--- src/rtl/cl_ocl_cfg_bridge_pkg.sv ---
// Shared types and constants for the OCL AXI4-Lite to cfg-bus bridge.
// State encodings, AXI response codes and the arbitration priority value.
package cl_ocl_cfg_bridge_pkg;

    typedef enum logic [2:0] {
        IDLE    = 3'd0,
        WR_WAIT = 3'd1,
        RD_WAIT = 3'd2,
        WR_RESP = 3'd3,
        RD_RESP = 3'd4
    } bridge_state_e;

    localparam logic [1:0] RESP_OKAY   = 2'b00;
    localparam logic [1:0] RESP_SLVERR = 2'b10;

    localparam logic PRI_WRITE = 1'b0;

    // The cfg bus carries whole words only, so partial strobes are rejected.
    function automatic logic strb_is_full(input logic [3:0] strb);
        return (strb == 4'hF);
    endfunction

endpackage

--- src/rtl/cl_ocl_cfg_bridge_if.sv ---
// AXI4-Lite channel bundle between an OCL master and the cfg bridge.
interface cl_ocl_cfg_bridge_if;

    logic [31:0] s_awaddr;
    logic        s_awvalid;
    logic        s_awready;
    logic [31:0] s_wdata;
    logic [3:0]  s_wstrb;
    logic        s_wvalid;
    logic        s_wready;
    logic [1:0]  s_bresp;
    logic        s_bvalid;
    logic        s_bready;
    logic [31:0] s_araddr;
    logic        s_arvalid;
    logic        s_arready;
    logic [31:0] s_rdata;
    logic [1:0]  s_rresp;
    logic        s_rvalid;
    logic        s_rready;

    modport slave (
        input  s_awaddr, s_awvalid, s_wdata, s_wstrb, s_wvalid, s_bready,
               s_araddr, s_arvalid, s_rready,
        output s_awready, s_wready, s_bresp, s_bvalid, s_arready,
               s_rdata, s_rresp, s_rvalid
    );

    modport master (
        output s_awaddr, s_awvalid, s_wdata, s_wstrb, s_wvalid, s_bready,
               s_araddr, s_arvalid, s_rready,
        input  s_awready, s_wready, s_bresp, s_bvalid, s_arready,
               s_rdata, s_rresp, s_rvalid
    );

endinterface

--- src/rtl/cl_axil_hold_reg.sv ---
// One-entry valid/ready holding register; ready is simply !full.
// The consumer frees the entry with a single-cycle pop while it is full.
module cl_axil_hold_reg #(
    parameter int W = 32
) (
    input  logic         aclk,
    input  logic         areset,
    input  logic         i_valid,
    output logic         o_ready,
    input  logic [W-1:0] i_data,
    input  logic         i_pop,
    output logic         o_full,
    output logic [W-1:0] o_data
);

    logic         r_full;
    logic [W-1:0] r_data;

    // Load and pop are mutually exclusive: loads need empty, pops need full.
    always_ff @(posedge aclk or posedge areset) begin
        if (areset) begin
            r_full <= 1'b0;
            r_data <= '0;
        end else if (i_valid && !r_full) begin
            r_full <= 1'b1;
            r_data <= i_data;
        end else if (i_pop) begin
            r_full <= 1'b0;
        end
    end

    assign o_ready = !r_full;
    assign o_full  = r_full;
    assign o_data  = r_data;

endmodule

--- src/rtl/cl_ocl_cfg_bridge.sv ---
// AXI4-Lite slave turning OCL register accesses into single cfg-bus transactions,
// one outstanding at a time, with a timeout that completes absent acks as SLVERR.
module cl_ocl_cfg_bridge
    import cl_ocl_cfg_bridge_pkg::*;
#(
    parameter int          TIMEOUT_CYCLES = 256,
    parameter logic [31:0] TIMEOUT_RDATA  = 32'hDEAD_DEAD
) (
    input  logic                      aclk,
    input  logic                      areset,
    cl_ocl_cfg_bridge_if.slave        s_axil,
    output logic [31:0]               cfg_addr,
    output logic [31:0]               cfg_wdata,
    output logic                      cfg_wr,
    output logic                      cfg_rd,
    input  logic                      cfg_ack,
    input  logic [31:0]               cfg_rdata
);

    localparam logic [2:0]  S_IDLE    = IDLE;
    localparam logic [2:0]  S_WR_WAIT = WR_WAIT;
    localparam logic [2:0]  S_RD_WAIT = RD_WAIT;
    localparam logic [2:0]  S_WR_RESP = WR_RESP;
    localparam logic [2:0]  S_RD_RESP = RD_RESP;
    localparam logic [15:0] TMO_LAST  = 16'(TIMEOUT_CYCLES - 1);

    logic        w_awready, w_wready, w_arready;
    logic        w_aw_full, w_w_full, w_ar_full;
    logic [31:0] w_aw_addr, w_ar_addr;
    logic [35:0] w_w_data;
    logic        w_wr_rdy, w_rd_rdy, w_grant_wr, w_grant_rd, w_tmo_hit;

    logic [2:0]  r_state;
    logic        r_rr_pri;
    logic [15:0] r_tmo_cnt;
    logic        r_cfg_wr, r_cfg_rd, r_bvalid, r_rvalid;
    logic [1:0]  r_bresp, r_rresp;
    logic [31:0] r_rdata, r_cfg_addr, r_cfg_wdata;

    cl_axil_hold_reg #(.W(32)) u_aw_hold (
        .aclk    (aclk),
        .areset  (areset),
        .i_valid (s_axil.s_awvalid),
        .o_ready (w_awready),
        .i_data  (s_axil.s_awaddr),
        .i_pop   (w_grant_wr),
        .o_full  (w_aw_full),
        .o_data  (w_aw_addr)
    );

    cl_axil_hold_reg #(.W(36)) u_w_hold (
        .aclk    (aclk),
        .areset  (areset),
        .i_valid (s_axil.s_wvalid),
        .o_ready (w_wready),
        .i_data  ({s_axil.s_wstrb, s_axil.s_wdata}),
        .i_pop   (w_grant_wr),
        .o_full  (w_w_full),
        .o_data  (w_w_data)
    );

    cl_axil_hold_reg #(.W(32)) u_ar_hold (
        .aclk    (aclk),
        .areset  (areset),
        .i_valid (s_axil.s_arvalid),
        .o_ready (w_arready),
        .i_data  (s_axil.s_araddr),
        .i_pop   (w_grant_rd),
        .o_full  (w_ar_full),
        .o_data  (w_ar_addr)
    );

    // Grants are only issued from IDLE; the grant doubles as the holding-reg pop.
    assign w_wr_rdy   = w_aw_full && w_w_full;
    assign w_rd_rdy   = w_ar_full;
    assign w_grant_wr = (r_state == S_IDLE) && w_wr_rdy && (!w_rd_rdy || (r_rr_pri == PRI_WRITE));
    assign w_grant_rd = (r_state == S_IDLE) && w_rd_rdy && !w_grant_wr;
    assign w_tmo_hit  = (r_tmo_cnt == TMO_LAST);

    always_ff @(posedge aclk or posedge areset) begin
        if (areset) begin
            r_state     <= S_IDLE;
            r_rr_pri    <= PRI_WRITE;
            r_tmo_cnt   <= '0;
            r_cfg_wr    <= 1'b0;
            r_cfg_rd    <= 1'b0;
            r_bvalid    <= 1'b0;
            r_rvalid    <= 1'b0;
            r_bresp     <= RESP_OKAY;
            r_rresp     <= RESP_OKAY;
            r_rdata     <= '0;
            r_cfg_addr  <= '0;
            r_cfg_wdata <= '0;
        end else begin
            r_cfg_wr <= 1'b0;
            r_cfg_rd <= 1'b0;
            if (((r_state == S_WR_WAIT) || (r_state == S_RD_WAIT)) && (r_tmo_cnt != 16'hFFFF))
                r_tmo_cnt <= r_tmo_cnt + 16'd1;

            case (r_state)
                S_IDLE: begin
                    r_tmo_cnt <= '0;
                    if (w_grant_wr) begin
                        r_rr_pri <= ~r_rr_pri;
                        if (strb_is_full(w_w_data[35:32])) begin
                            r_state     <= S_WR_WAIT;
                            r_cfg_wr    <= 1'b1;
                            r_cfg_addr  <= w_aw_addr;
                            r_cfg_wdata <= w_w_data[31:0];
                        end else begin
                            r_state  <= S_WR_RESP;
                            r_bvalid <= 1'b1;
                            r_bresp  <= RESP_SLVERR;
                        end
                    end else if (w_grant_rd) begin
                        r_rr_pri   <= ~r_rr_pri;
                        r_state    <= S_RD_WAIT;
                        r_cfg_rd   <= 1'b1;
                        r_cfg_addr <= w_ar_addr;
                    end
                end
                // An ack landing on the terminal count still completes OKAY.
                S_WR_WAIT: begin
                    if (cfg_ack) begin
                        r_state  <= S_WR_RESP;
                        r_bvalid <= 1'b1;
                        r_bresp  <= RESP_OKAY;
                    end else if (w_tmo_hit) begin
                        r_state  <= S_WR_RESP;
                        r_bvalid <= 1'b1;
                        r_bresp  <= RESP_SLVERR;
                    end
                end
                S_RD_WAIT: begin
                    if (cfg_ack) begin
                        r_state  <= S_RD_RESP;
                        r_rvalid <= 1'b1;
                        r_rdata  <= cfg_rdata;
                        r_rresp  <= RESP_OKAY;
                    end else if (w_tmo_hit) begin
                        r_state  <= S_RD_RESP;
                        r_rvalid <= 1'b1;
                        r_rdata  <= TIMEOUT_RDATA;
                        r_rresp  <= RESP_SLVERR;
                    end
                end
                S_WR_RESP: begin
                    if (s_axil.s_bready) begin
                        r_bvalid <= 1'b0;
                        r_state  <= S_IDLE;
                    end
                end
                S_RD_RESP: begin
                    if (s_axil.s_rready) begin
                        r_rvalid <= 1'b0;
                        r_state  <= S_IDLE;
                    end
                end
                default: r_state <= S_IDLE;
            endcase
        end
    end

    assign s_axil.s_awready = w_awready;
    assign s_axil.s_wready  = w_wready;
    assign s_axil.s_arready = w_arready;
    assign s_axil.s_bvalid  = r_bvalid;
    assign s_axil.s_bresp   = r_bresp;
    assign s_axil.s_rvalid  = r_rvalid;
    assign s_axil.s_rresp   = r_rresp;
    assign s_axil.s_rdata   = r_rdata;
    assign cfg_addr         = r_cfg_addr;
    assign cfg_wdata        = r_cfg_wdata;
    assign cfg_wr           = r_cfg_wr;
    assign cfg_rd           = r_cfg_rd;

endmodule

--- src/flat_wrapper.sv ---
// flat-port wrapper written by rule: the top's interface ports become plain ports
module cl_ocl_cfg_bridge_flat import cl_ocl_cfg_bridge_pkg::*;
#(
    parameter int          TIMEOUT_CYCLES = 256,
    parameter logic [31:0] TIMEOUT_RDATA  = 32'hDEAD_DEAD
)
  (aclk, areset, cfg_addr, cfg_wdata, cfg_wr, cfg_rd, cfg_ack, cfg_rdata, s_axil_s_awaddr, s_axil_s_awvalid, s_axil_s_wdata, s_axil_s_wstrb, s_axil_s_wvalid, s_axil_s_bready, s_axil_s_araddr, s_axil_s_arvalid, s_axil_s_rready, s_axil_s_awready, s_axil_s_wready, s_axil_s_bresp, s_axil_s_bvalid, s_axil_s_arready, s_axil_s_rdata, s_axil_s_rresp, s_axil_s_rvalid);
  cl_ocl_cfg_bridge_if s_axil_i ();
  input  logic aclk;
  input  logic areset;
  output logic [31:0] cfg_addr;
  output logic [31:0] cfg_wdata;
  output logic cfg_wr;
  output logic cfg_rd;
  input  logic cfg_ack;
  input  logic [31:0] cfg_rdata;
  input wire logic [$bits(s_axil_i.s_awaddr)-1:0] s_axil_s_awaddr;
  input wire logic [$bits(s_axil_i.s_awvalid)-1:0] s_axil_s_awvalid;
  input wire logic [$bits(s_axil_i.s_wdata)-1:0] s_axil_s_wdata;
  input wire logic [$bits(s_axil_i.s_wstrb)-1:0] s_axil_s_wstrb;
  input wire logic [$bits(s_axil_i.s_wvalid)-1:0] s_axil_s_wvalid;
  input wire logic [$bits(s_axil_i.s_bready)-1:0] s_axil_s_bready;
  input wire logic [$bits(s_axil_i.s_araddr)-1:0] s_axil_s_araddr;
  input wire logic [$bits(s_axil_i.s_arvalid)-1:0] s_axil_s_arvalid;
  input wire logic [$bits(s_axil_i.s_rready)-1:0] s_axil_s_rready;
  output wire logic [$bits(s_axil_i.s_awready)-1:0] s_axil_s_awready;
  output wire logic [$bits(s_axil_i.s_wready)-1:0] s_axil_s_wready;
  output wire logic [$bits(s_axil_i.s_bresp)-1:0] s_axil_s_bresp;
  output wire logic [$bits(s_axil_i.s_bvalid)-1:0] s_axil_s_bvalid;
  output wire logic [$bits(s_axil_i.s_arready)-1:0] s_axil_s_arready;
  output wire logic [$bits(s_axil_i.s_rdata)-1:0] s_axil_s_rdata;
  output wire logic [$bits(s_axil_i.s_rresp)-1:0] s_axil_s_rresp;
  output wire logic [$bits(s_axil_i.s_rvalid)-1:0] s_axil_s_rvalid;
  assign s_axil_i.s_awaddr = s_axil_s_awaddr;
  assign s_axil_i.s_awvalid = s_axil_s_awvalid;
  assign s_axil_i.s_wdata = s_axil_s_wdata;
  assign s_axil_i.s_wstrb = s_axil_s_wstrb;
  assign s_axil_i.s_wvalid = s_axil_s_wvalid;
  assign s_axil_i.s_bready = s_axil_s_bready;
  assign s_axil_i.s_araddr = s_axil_s_araddr;
  assign s_axil_i.s_arvalid = s_axil_s_arvalid;
  assign s_axil_i.s_rready = s_axil_s_rready;
  assign s_axil_s_awready = s_axil_i.s_awready;
  assign s_axil_s_wready = s_axil_i.s_wready;
  assign s_axil_s_bresp = s_axil_i.s_bresp;
  assign s_axil_s_bvalid = s_axil_i.s_bvalid;
  assign s_axil_s_arready = s_axil_i.s_arready;
  assign s_axil_s_rdata = s_axil_i.s_rdata;
  assign s_axil_s_rresp = s_axil_i.s_rresp;
  assign s_axil_s_rvalid = s_axil_i.s_rvalid;
  cl_ocl_cfg_bridge #(.TIMEOUT_CYCLES(TIMEOUT_CYCLES), .TIMEOUT_RDATA(TIMEOUT_RDATA)) u_core (.aclk(aclk), .areset(areset), .s_axil(s_axil_i), .cfg_addr(cfg_addr), .cfg_wdata(cfg_wdata), .cfg_wr(cfg_wr), .cfg_rd(cfg_rd), .cfg_ack(cfg_ack), .cfg_rdata(cfg_rdata));
endmodule
--- config.mk ---
export PLATFORM = sky130hd
export DESIGN_NAME = cl_ocl_cfg_bridge_flat
export DESIGN_NICKNAME = d
export VERILOG_FILES = /design/src/rtl/cl_ocl_cfg_bridge_pkg.sv /design/src/rtl/cl_ocl_cfg_bridge_if.sv /design/src/rtl/cl_axil_hold_reg.sv /design/src/rtl/cl_ocl_cfg_bridge.sv /design/src/flat_wrapper.sv
export SDC_FILE = /design/constraint.sdc
export NUM_CORES = 1
export LEC_CHECK = 0
export ABC_AREA = 1
export BUFFER_PORTS_ARGS = -buffer_cell sky130_fd_sc_hd__buf_2
export CAP_MARGIN = 10
export CORE_ASPECT_RATIO = 2
export CORE_UTILIZATION = 43
export CTS_BUF_LIST = sky130_fd_sc_hd__clkbuf_16
export DETAILED_ROUTE_END_ITERATION = 10
export HOLD_SLACK_MARGIN = 0.02
export PLACE_DENSITY = 0.67
export SLEW_MARGIN = 20
export SYNTH_ARGS = -nofsm -noshare
export SYNTH_HDL_FRONTEND = slang
export SYNTH_HIERARCHICAL = 1
export SYNTH_SLANG_ARGS = --single-unit
--- constraint.sdc ---
create_clock -name aclk -period 9.4 [get_ports aclk]
set_input_delay 0 -clock aclk [delete_from_list [all_inputs] [get_ports aclk]]
set_output_delay 0 -clock aclk [all_outputs]
set_load 0.1 [all_outputs]
==> reports/results.txt <==
Status: complete, no violations
CP Class: flop to flop
Metal1 wirelength: 9970 um
Tcrit/Tclk final: 0.302
Drc violations: 0
Post-layout nets: 1626
Largest net degree at the start of global routing: 74
WL/cell: 15.7 um
# setup viols final: 0
Post-cts repair resize count: 0
Total track usage: 0.241
Worst Path Arrival: 3.28 ns
Setup_tns: 0 ns
Fin. max-slew vios: 0
Core Region: 0.0227 sq mm
RSZ-0062 raised after global routing: false
# Max-Cap Violations: 0
Clock latency on the worst-skew pair: 0.52 ns
Synth cell types: 35
Peak supply drop: 0.420 mV
CP Launch Type: flop
Top routing layer in use: met4
Die span in x: 110 um
Routed met2 length: 15100 um
Die Ht: 218 um
Vias per cell: 4.98
# port buffers: 244
CTS sink cnt: 225
Cell Count, Final, Fillers Out: 1781
Syn_area_per_cell: 8.87 sq um
Final min period: 2.84 ns
Most frequent cells in the layout: nand2_1, buf_2, dfrtp_1
Syn-to-layout area delta: 33.5%
CTS tree: yes
Synth Warn #: 6
Critical Path Sink Type: flop
Metal3 WL: 1230 um
Placed cells: 1595
Syn Inst Count: 1128
Initial DRC Count: 451
TritonRoute pass-1 iters: 5
Row Count: 78
Initial core utilization: 0.440
Required @ worst endpoint: 9.84 ns
WL final: 28000 um
Post-DP HPWL: 18100 um
Die ar.: 0.0239 sq mm
Seq/Total Area, Yosys: 0.563
Io pins: 247
CTS max path bufs: 3
Crit path max fanout: 64
Num CTS Buffers: 22
Mapped Area: 0.0100 sq mm
Slew margin rel.: 0.315
Vias: 8876
Pwr dens: 394 mW/mm^2
Leakage power: 6.97 nW
Most common cell after layout, fill and taps aside: nand2_1
Placer Congestion: 0.831
Share of cells above drive strength 1: 0.227
Initial antenna violation count: 1
Min-delay worst type: input port to flop
Synth Register Bits: 225
CTS clk-pin slew, worst paths: 0.07 ns
Clock Tree Root: clkbuf_16
First-pass GRT wire length: 44500 um
Vias in the first global route: 9083
Fin Clk Skew: 0.0178 ns
Worst slew pin tran: 1.03 ns
Final hold viol count: 0
H-tree levels: 1
ANT nets after route: 0
Filler cells: 1978
GRT Residual Overflow: 0
Peak Freq: 352 MHz
[power breakdown]
part / leakage (nW) / internal (mW) / switching, mW / total (mW)
Combinational: 3.75 / 0.523 / 2.17 / 2.69
Clock: 0.400 / 0.578 / 0.366 / 0.945
Sequential: 2.82 / 1.37 / 0.246 / 1.62
Total: 6.97 / 2.47 / 2.78 / 5.25
[Yosys cell counts]
| cell type | n | area (sq um) |
|---|---|---|
| a31oi_2 | 28 | 350 |
| ha_1 | 1 | 12.5 |
| dfrtp_1 | 225 | 5630 |
| nand3_1 | 121 | 606 |
| nand2_8 | 1 | 20.0 |
| nor2_2 | 2 | 12.5 |
| nor3_1 | 2 | 10.0 |
| buf_12 | 1 | 20.0 |
| nand2_4 | 5 | 56.3 |
| nor2_4 | 4 | 45.0 |
| buf_4 | 15 | 113 |
| xor2_1 | 3 | 26.3 |
| buf_8 | 4 | 60.1 |
| clkbuf_1 | 9 | 33.8 |
| a21oi_1 | 3 | 15.0 |
| a31oi_1 | 4 | 25.0 |
| nand2_1 | 478 | 1790 |
| nor2_1 | 83 | 312 |
| inv_4 | 1 | 6.26 |
| and2_1 | 1 | 6.26 |
| conb_1 | 1 | 3.75 |
| buf_6 | 18 | 203 |
| buf_2 | 15 | 75.1 |
| o21ai_1 | 12 | 60.1 |
| o21ai_0 | 26 | 130 |
| nand3_2 | 12 | 120 |
| nor2_8 | 1 | 20.0 |
| o21bai_1 | 1 | 7.51 |
| buf_1 | 1 | 3.75 |
| nand4_1 | 12 | 75.1 |
| clkinv_1 | 1 | 3.75 |
| xnor2_1 | 1 | 8.76 |
| or2_2 | 1 | 6.26 |
| inv_2 | 3 | 11.3 |
| inv_1 | 32 | 120 |
[final timing paths]
| check | cells past startpoint | start | endpoint | slack, ns |
|---|---|---|---|---|
| worst min register to register | 2 | u_core/u_w_hold/o_data[21] | u_core/cfg_wdata[21] | 0.46 |
| worst max register to register | 7 | u_core/r_state[1] | u_core/cfg_addr[22] | 6.56 |
| max in group asynchronous | 4 | areset | u_core/cfg_wdata[22] | 7.95 |
| worst max-delay path | 7 | u_core/r_state[1] | u_core/cfg_addr[22] | 6.56 |
| min in group asynchronous | 3 | areset | u_core/cfg_wdata[18] | 0.14 |
| worst min-delay path | 3 | s_axil_s_awvalid | u_core/u_aw_hold/o_data[28] | 0.07 |
[registers in the layout, summed over array words and instances, names as in the netlist, 3 cells and up]
signal / flops
u_core/u_w_hold/o_data: 36
u_core/cfg_wdata: 32
u_core/u_aw_hold/o_data: 32
u_core/s_axil.s_rdata: 32
u_core/r_state: 3
u_core/cfg_addr: 32
u_core/r_tmo_cnt: 16
u_core/u_ar_hold/o_data: 32
[cell families (layout without fill, tap and decap cells)]
logic type	Yosys count	count (layout)	synth area share
simple gates	723	723	0.308
flops	225	225	0.563
buf+inv	100	471	0.0649
compound gates	74	74	0.0588
xor+xnor	4	4	0.00350
fa+ha+maj	1	1	0.00125
other cells	1	3	0.000375
[worst max-delay path: stages, from the launching register on]
cell and delay (ns):
dfrtp_1 0.46, nor2_4 0.17, nand2_4 0.17, nor2_8 0.51, nand2_4 0.39, nand2_4 0.70
nor2_1 0.13, a31oi_2 0.17
[area by class of cell]
class	instances	area (sq um)	area share
Tap cell	280	350	0.0262
Sequential cell	225	5630	0.422
Antenna cell	1	2.50	0.000187
Multi-Input combinational cell	804	3730	0.279
Clock inverter	16	199	0.0149
Clock buffer	23	576	0.0431
Inverter	37	146	0.0110
Timing Repair Buffer	395	2720	0.204
[per-layer routing]
metal | up-vias | global-route usage
li1 | 4313 | -
met1 | 4180 | 0.259
met2 | 290 | 0.436
met3 | 93 | 0.0281
met4 | 0 | 0.148
met5 | - | 0
[through the flow]
stage | setup WS, ns | util | instance area (sq um) | hold slack, ns | power, mW
after detailed placement | 6.56 | 0.489 | 11100 | 0.116 | 4.26
after CTS | 6.54 | 0.587 | 13300 | 0.0478 | 5.28
after global placement | 6.67 | 0.489 | 11100 | 0.115 | 4.22
after floorplan | 6.16 | - | 10000 | 0.0943 | 3.85
after global routing | 6.31 | 0.587 | 13400 | 0.104 | 5.53
final | 6.56 | 0.587 | 13400 | 0.0660 | 5.25
[timing repair]
item                                   in CTS  in global routing
buffers inserted                            0                  0
hold buffers                              146                  0
endpoints found under the hold margin     231                  0
Note: power is estimated with default switching activity, not from simulation.
